--- src/rtl/prog_loader.sv ---
// -----------------------------------------------------------------------------
// prog_loader
//
// Byte-stream program loader. This is the writer side of a CPU
// instruction-memory load port. A framed stream has three parts:
//   - a one-byte word-count header N (N = 0 means a full program);
//   - N big-endian 16-bit instructions;
//   - an optional one-byte mod-256 checksum of every byte after the header.
// Each instruction is written with a single o_we strobe. Writes go to
// consecutive addresses starting at 0. The CPU is held in reset for the whole
// load, and also after a failed load.
//
// Build option:
//   PROG_LOADER_CHECKSUM_EN  when defined, a trailing checksum byte is checked
//                            after the last write. A mismatch ends in ERR.
//                            When undefined, there is no checksum logic and
//                            o_err is tied low.
//
// Parameters:
//   ADDR_W        instruction address width (program length up to 2**ADDR_W)
//
// Ports:
//   i_clk         clock, all state changes on the rising edge
//   i_rst         synchronous active-high reset
//   i_start       1-cycle pulse that begins or restarts a load
//   i_byte        incoming stream byte
//   i_byte_valid  i_byte is valid; it is consumed only when o_ready = 1
//   o_ready       loader accepts a byte this cycle (HDR, HI, LO, CHK)
//   o_instr       assembled instruction, to the CPU instruction input
//   o_addr        write address for o_instr
//   o_we          1-cycle write strobe, to the CPU write enable
//   o_cpu_rst     CPU reset request; high while loading or in error
//   o_busy        load in progress
//   o_done        level: the last load completed successfully
//   o_err         level: the last load failed its checksum
// -----------------------------------------------------------------------------
module prog_loader #(
  parameter int ADDR_W = 8
) (
  input  logic              i_clk,
  input  logic              i_rst,
  input  logic              i_start,
  input  logic [7:0]        i_byte,
  input  logic              i_byte_valid,
  output logic              o_ready,
  output logic [15:0]       o_instr,
  output logic [ADDR_W-1:0] o_addr,
  output logic              o_we,
  output logic              o_cpu_rst,
  output logic              o_busy,
  output logic              o_done,
  output logic              o_err
);

  typedef enum logic [2:0] {
    S_IDLE,
    S_HDR,
    S_HI,
    S_LO,
    S_WR,
`ifdef PROG_LOADER_CHECKSUM_EN
    S_CHK,
`endif
    S_DONE,
    S_ERR
  } state_e;

  // The header is only 8 bits wide, so a program never exceeds 256 words.
  // A zero header therefore means 2**ADDR_W words, capped at 256.
  localparam logic [8:0] FULL_CNT = (ADDR_W >= 8) ? 9'd256 : 9'(2 ** ADDR_W);

  state_e              state_q, state_d;
  logic [ADDR_W-1:0]   addr_q, addr_d;        // next write address
  logic [ADDR_W-1:0]   wr_addr_q, wr_addr_d;  // address presented on o_addr
  logic [8:0]          cnt_q, cnt_d;          // words still to be written
  logic [15:0]         instr_q, instr_d;
`ifdef PROG_LOADER_CHECKSUM_EN
  logic [7:0]          sum_q, sum_d;
`endif

  logic byte_acc;

  assign byte_acc = o_ready && i_byte_valid;
  assign o_instr  = instr_q;
  assign o_addr   = wr_addr_q;

  // ---------------------------------------------------------------------------
  // State register
  // ---------------------------------------------------------------------------
  // NOTE: sequential state uses non-blocking assignments only, so every
  // register samples the pre-edge values of the others.
  always_ff @(posedge i_clk) begin
    if (i_rst) begin
      state_q   <= S_IDLE;
      addr_q    <= '0;
      wr_addr_q <= '0;
      cnt_q     <= '0;
      instr_q   <= '0;
`ifdef PROG_LOADER_CHECKSUM_EN
      sum_q     <= '0;
`endif
    end else begin
      state_q   <= state_d;
      addr_q    <= addr_d;
      wr_addr_q <= wr_addr_d;
      cnt_q     <= cnt_d;
      instr_q   <= instr_d;
`ifdef PROG_LOADER_CHECKSUM_EN
      sum_q     <= sum_d;
`endif
    end
  end

  // ---------------------------------------------------------------------------
  // Output decode (Moore: outputs depend on the registered state only)
  // ---------------------------------------------------------------------------
  // NOTE: every output gets a default before the case statement, so no path
  // through the block can leave a latch behind.
  always_comb begin
    o_ready   = 1'b0;
    o_busy    = 1'b0;
    o_we      = 1'b0;
    o_cpu_rst = 1'b0;
    o_done    = 1'b0;
`ifdef PROG_LOADER_CHECKSUM_EN
    o_err     = 1'b0;
`endif
    unique case (state_q)
      S_HDR, S_HI, S_LO: begin
        o_ready   = 1'b1;
        o_busy    = 1'b1;
        o_cpu_rst = 1'b1;
      end
      S_WR: begin
        o_we      = 1'b1;
        o_busy    = 1'b1;
        o_cpu_rst = 1'b1;
      end
`ifdef PROG_LOADER_CHECKSUM_EN
      S_CHK: begin
        o_ready   = 1'b1;
        o_busy    = 1'b1;
        o_cpu_rst = 1'b1;
      end
`endif
      S_DONE: o_done = 1'b1;
      S_ERR: begin
        o_cpu_rst = 1'b1;
`ifdef PROG_LOADER_CHECKSUM_EN
        o_err     = 1'b1;
`endif
      end
      default: ;
    endcase
  end

`ifndef PROG_LOADER_CHECKSUM_EN
  assign o_err = 1'b0;
`endif

  // ---------------------------------------------------------------------------
  // Next-state logic
  // ---------------------------------------------------------------------------
  always_comb begin
    state_d   = state_q;
    addr_d    = addr_q;
    wr_addr_d = wr_addr_q;
    cnt_d     = cnt_q;
    instr_d   = instr_q;
`ifdef PROG_LOADER_CHECKSUM_EN
    sum_d     = sum_q;
`endif
    if (i_start) begin
      // A start in any state wins over a byte accepted in the same cycle.
      // The load restarts from address 0.
      state_d = S_HDR;
      addr_d  = '0;
`ifdef PROG_LOADER_CHECKSUM_EN
      sum_d   = '0;
`endif
    end else begin
      unique case (state_q)
        S_HDR: if (byte_acc) begin
          cnt_d   = (i_byte == 8'd0) ? FULL_CNT : {1'b0, i_byte};
          state_d = S_HI;
        end
        S_HI: if (byte_acc) begin
          instr_d[15:8] = i_byte;
`ifdef PROG_LOADER_CHECKSUM_EN
          sum_d         = sum_q + i_byte;
`endif
          state_d       = S_LO;
        end
        S_LO: if (byte_acc) begin
          instr_d[7:0] = i_byte;
          // Latch the target address now, so o_addr stays stable through WR
          // and holds its value afterwards while addr_q moves on.
          wr_addr_d    = addr_q;
`ifdef PROG_LOADER_CHECKSUM_EN
          sum_d        = sum_q + i_byte;
`endif
          state_d      = S_WR;
        end
        S_WR: begin
          addr_d = addr_q + ADDR_W'(1);
          cnt_d  = cnt_q - 9'd1;
          if (cnt_q == 9'd1) begin
`ifdef PROG_LOADER_CHECKSUM_EN
            state_d = S_CHK;
`else
            state_d = S_DONE;
`endif
          end else begin
            state_d = S_HI;
          end
        end
`ifdef PROG_LOADER_CHECKSUM_EN
        S_CHK: if (byte_acc) begin
          state_d = (i_byte == sum_q) ? S_DONE : S_ERR;
        end
`endif
        default: ;
      endcase
    end
  end

endmodule

--- config.mk ---
export PLATFORM = sky130hd
export DESIGN_NAME = prog_loader
export DESIGN_NICKNAME = d
export VERILOG_FILES = /design/src/rtl/prog_loader.sv
export SDC_FILE = /design/constraint.sdc
export NUM_CORES = 1
export LEC_CHECK = 0
export CAP_MARGIN = 0
export CORE_AREA = 2 2 68 70
export CTS_CLUSTER_DIAMETER = 120
export DETAILED_ROUTE_END_ITERATION = 10
export DIE_AREA = 0 0 70 72
export PLACE_DENSITY = 0.74
export SLEW_MARGIN = 20
export SYNTH_ARGS = -nofsm -noshare
export SYNTH_HDL_FRONTEND = slang
export SYNTH_SLANG_ARGS = --single-unit
--- constraint.sdc ---
create_clock -name i_clk -period 2.6 [get_ports i_clk]
set_clock_uncertainty 0.2 [all_clocks]
set_input_delay 0.52 -clock i_clk [delete_from_list [all_inputs] [get_ports i_clk]]
set_output_delay 0.52 -clock i_clk [all_outputs]
set_load 0.005 [all_outputs]
After elaboration in Yosys (flattened, before gate mapping):

Index checks and enable logic that the tools add are counted.

* logic and storage cells: 51
* input port bits: 12
* output and inout port bits: 30
* register bits after elaboration: 44

* bitwise gates (word level): 1
* reduce and logical (&&, ||, !) cells: 14
* equal/unequal tests: 13
* $add $sub $neg: 2
* muxes and demuxes: 14

Operators with widths (number)
* $mux W9: 2
* $pmux W9 S2: 1
* $mux W3: 4
* $pmux W3 S4: 1
* $eq A3 B3 Y1 const B: 3
* $eq A9 B1 Y1 const B: 1
* $ne A3 B3 Y1 const B: 3
* $reduce_and A3 Y1: 3
* $sub A9 B1 Y9 const B: 1
* $add A8 B1 Y8 const B: 1
* $logic_not A8 Y1: 1
* $reduce_and A4 Y1: 2
* $eq A3 B2 Y1 const B: 2
* $mux W1: 6
* $ne A2 B2 Y1 const B: 3
* $reduce_bool A5 Y1: 1
* $reduce_or A5 Y1: 1
* $reduce_bool A4 Y1: 1
* $reduce_or A4 Y1: 1
* $eq A3 B1 Y1 const B: 1
* $reduce_or A3 Y1: 1
* $reduce_bool A2 Y1: 1
* $reduce_or A2 Y1: 1
* $logic_and A1 B1 Y1: 1
* $not A1 Y1: 1

Longest topological paths before layout:

* word-level depth: 7
* mapped depth: 6
* depth with buffers taken out: 6

Worst setup path after synthesis:

OpenSTA, ideal clock, no wires.

* path type: register -> register
* start point: reg cnt_q[0]
* end point: reg cnt_q[8]
* buffers on the path: 0
* clock period less this slack: 1.792 ns
* data required time: 2.329 ns
* cell stages (with the launch flop): 7
* slack: 0.808 ns
* data arrival time: 1.521 ns
* setup time: 0.071 ns
* cell sequence: dfxtp_1 -> inv_1 -> ha_1 -> nor4b_1 -> nand3_1 -> a21o_1 -> a21oi_1

* longest elaborated chain between the ends: 2

Ends and longest elaborated chain
* start, declared: line 75 `logic [8:0] cnt_q, cnt_d;`
* start signal, assigned: line 106 `cnt_q <= cnt_d;`
* $sub A9 B1 Y9: line 206 `cnt_d = cnt_q - 9'd1;`
* $pmux W9 S2: line 182 `unique case (state_q)`

Every way passes these cells.
A chain may end at the register's enable or synchronous reset.

Worst setup path after layout:

* start point: reg state_q[0]
* end point: out o_we

* longest elaborated chain between the ends: 2

Ends and longest elaborated chain
* start, declared: line 72 `state_e state_q, state_d;`
* start signal, assigned: line 103 `state_q <= state_d;`
* $eq A3 B3 Y1: line 128 `unique case (state_q)`
* $mux W1: line 128
* end, declared: line 48 `output logic o_we,`

Every way passes these cells.

==> flow_summary.toml <==
[floorplan]
rows = 24
dieWidth_um = 70
die_h_um = 72
coreArea_um2 = 4260
top_level_ports = 42
initial_core_util = 0.481
die_area_um2 = 5040

[clock_network]
insertion_delay_ps = 290
post_cts_buffers = 0
cts_buffer_depth = 2
cts_root_buf = "clkbuf_8"
cts_num_sinks = 44
cts_buffers = 5
cts_tree = "yes"
clk_pin_slew_ps = 80
htree_levels = 2

[routing]
vias_per_cell = 5.28
dr_wl_met3_um = 192
via_count = 1712
firstDrtPassIters = 4
highest_layer = "met4"
drc_errors = 0
drt-met1-wl_mm = 2.02
route.met2.wl_mm = 2.13
first_iter_violations = 117
ant_nets = 0
finalWirelength_mm = 4.40
wl_per_cell_um = 13.6

[pwr]
max-vdd-ir-drop_v = 0.000314
p_seq_frac = 0.572
switchingPower_mw = 0.293
swShare = 0.243
p_leak_nw = 0.996
cellPowerDensity_nw_per_um2 = 466
intPower_mw = 0.912
clockPowerShare = 0.342
comb_power_share = 0.086

[yosys]
seq_area_frac_synth = 0.429
avgSynthCellArea_um2 = 8.77
synthCells = 234
netlist_area_um2 = 2050
syn-num-nets = 249
yosys_warnings = 0
yosysUniqueCellTypes = 44
synth_edf_count = 0
async_reset_ff_frac = 0
synthFlopType = "dfxtp_1"
ys_seq_elements = 44

[worst_setup_path]
ff2ff_path_depth = 5
end_kind = "primary output"
worstPathMaxFanout = 14
required_ps = 1880
arrival_ps = 1800
crit_path_start_kind = "flop"
crit_type = "flop to primary output"

[cells_and_area]
fill_cells = 387
nNetsFinal = 287
multiInputGateArea_um2 = 1070
regArea_um2 = 881
areaGrowthSynthToFinish_pct = 26.0
diodes = 0
final_cell_mix = "dfxtp_1, nor2_1, clkdlybuf4s50_1"
drive_above_1_share = 0.0846
stdcell_area_um2 = 2580
final_common_cell = "dfxtp_1"

[place]
place_area_um2 = 2500
hpwl_mm = 3.03
gp_congestion = 0.832
io_buffers = 40

[sta]
setup_tns_ps = 0
drv_slew = 0
min_period_over_period = 0.968
setup-violations-final = 0
hold_violations = 0
fmax_mhz = 397
rsz0062_at_grt = "no"
period_needed_ps = 2520

[grt]
grt_pass1_wl_mm = 7.51
antenna_found_initial = 0
first_global_vias = 1628
grt.total_usage = 0.185
grt_max_degree = 36
grt_overflow = 0

[min_path]
hp-class = "flop to flop"
min_path_cells = 2

[outcome]
status = "complete, no violations"

[job]
cap_violations = 0
[metal layers]
metal	global-route usage	vias up
met3	0.0458	5
met4	0.0641	0
met2	0.312	34
li1	-	886
met1	0.234	787
met5	0	-
[stage by stage]
step                worst slack, ps  hold slack [ps]  power (mW)  std cells   util
global placement                325              274       0.807        317  0.587
finish                         82.6              289        1.20        324  0.606
global route                   7.60              316        1.26        324  0.606
floorplan                       808              254       0.757        234      -
CTS                            78.5              290        1.22        324  0.606
detailed placement              286              277       0.808        317  0.587
[cell families (layout without fill, tap and decap cells)]
kind of cell             after synthesis  in the layout  synth area share
XOR/XNOR                               7              7            0.0299
other                                  1              1           0.00183
buffers and inverters                 22             60            0.0537
AO/OA/AOI/OAI                         43             43             0.132
flip-flops                            44             44             0.429
adder cells (fa/ha/maj)                3              3            0.0183
AND/OR/NAND/NOR                       90             90             0.218
multiplexers                          24             24             0.117
[worst paths after layout]
path	slack [ps]	start	end
worst max-delay path	80	state_q[0]	o_we
worst min-delay path	290	cnt_q[1]	cnt_q[1]
worst max register to register	490	state_q[0]	state_q[2]
worst min register to register	290	cnt_q[1]	cnt_q[1]
[critical path, cell delays in order (launching register included)]
cell             delay, ps
dfxtp_1                450
or3b_1                 480
inv_2                   80
clkdlybuf4s50_1        500
[registers in the layout, indices dropped and copies added (netlist names)]
name and cells:
addr_q 8, cnt_q 9, o_addr 8, o_instr 16
state_q 3
[repair_timing]
item	CTS	global route
hold buffers	0	0
endpoints found under the setup margin	0	1
gates resized for setup	0	1
[area by class of cell]
| class | instances | area share |
|---|---|---|
| sequential | 44 | 0.341 |
| inverter | 6 | 0.00871 |
| multi-input combinational | 168 | 0.414 |
| timing repair buffer | 47 | 0.180 |
| clock buffer | 5 | 0.0266 |
| clock inverter | 2 | 0.00484 |
| tap | 52 | 0.0252 |
[synth_stat cells (2+ instances only)]
| cell | n | area (µm²) |
|---|---|---|
| or3_1 | 2 | 12.5 |
| ha_1 | 3 | 37.5 |
| a22oi_1 | 2 | 15.0 |
| buf_6 | 2 | 22.5 |
| nor3_1 | 6 | 30.0 |
| nand3_1 | 4 | 20.0 |
| nand2_1 | 10 | 37.5 |
| mux2i_1 | 24 | 240 |
| clkbuf_1 | 8 | 30.0 |
| xor2_1 | 3 | 26.3 |
| dfxtp_1 | 44 | 881 |
| inv_1 | 5 | 18.8 |
| a21o_1 | 4 | 30.0 |
| nor2_1 | 43 | 161 |
| xnor2_1 | 4 | 35.0 |
| nor4b_1 | 2 | 17.5 |
| o21ai_1 | 7 | 35.0 |
| nand4_1 | 4 | 25.0 |
| buf_2 | 4 | 20.0 |
| nor3_2 | 2 | 20.0 |
| a21oi_1 | 18 | 90.1 |
| a211o_1 | 2 | 17.5 |
| nand2b_1 | 4 | 25.0 |
| buf_4 | 2 | 15.0 |
| nor2b_1 | 2 | 12.5 |
| a31oi_1 | 2 | 12.5 |
| o32ai_1 | 2 | 17.5 |
| nor4_1 | 3 | 18.8 |
[power by group through the flow]
stage | sequential (mW) | combinational, mW | clock, mW
after floorplan | 0.700 | 0.0570 | 0
after global placement | 0.705 | 0.102 | 0
after detailed placement | 0.705 | 0.103 | 0
after CTS | 0.689 | 0.103 | 0.428
after global routing | 0.691 | 0.114 | 0.453
final | 0.689 | 0.103 | 0.412
(Power assumes the default switching activity.)
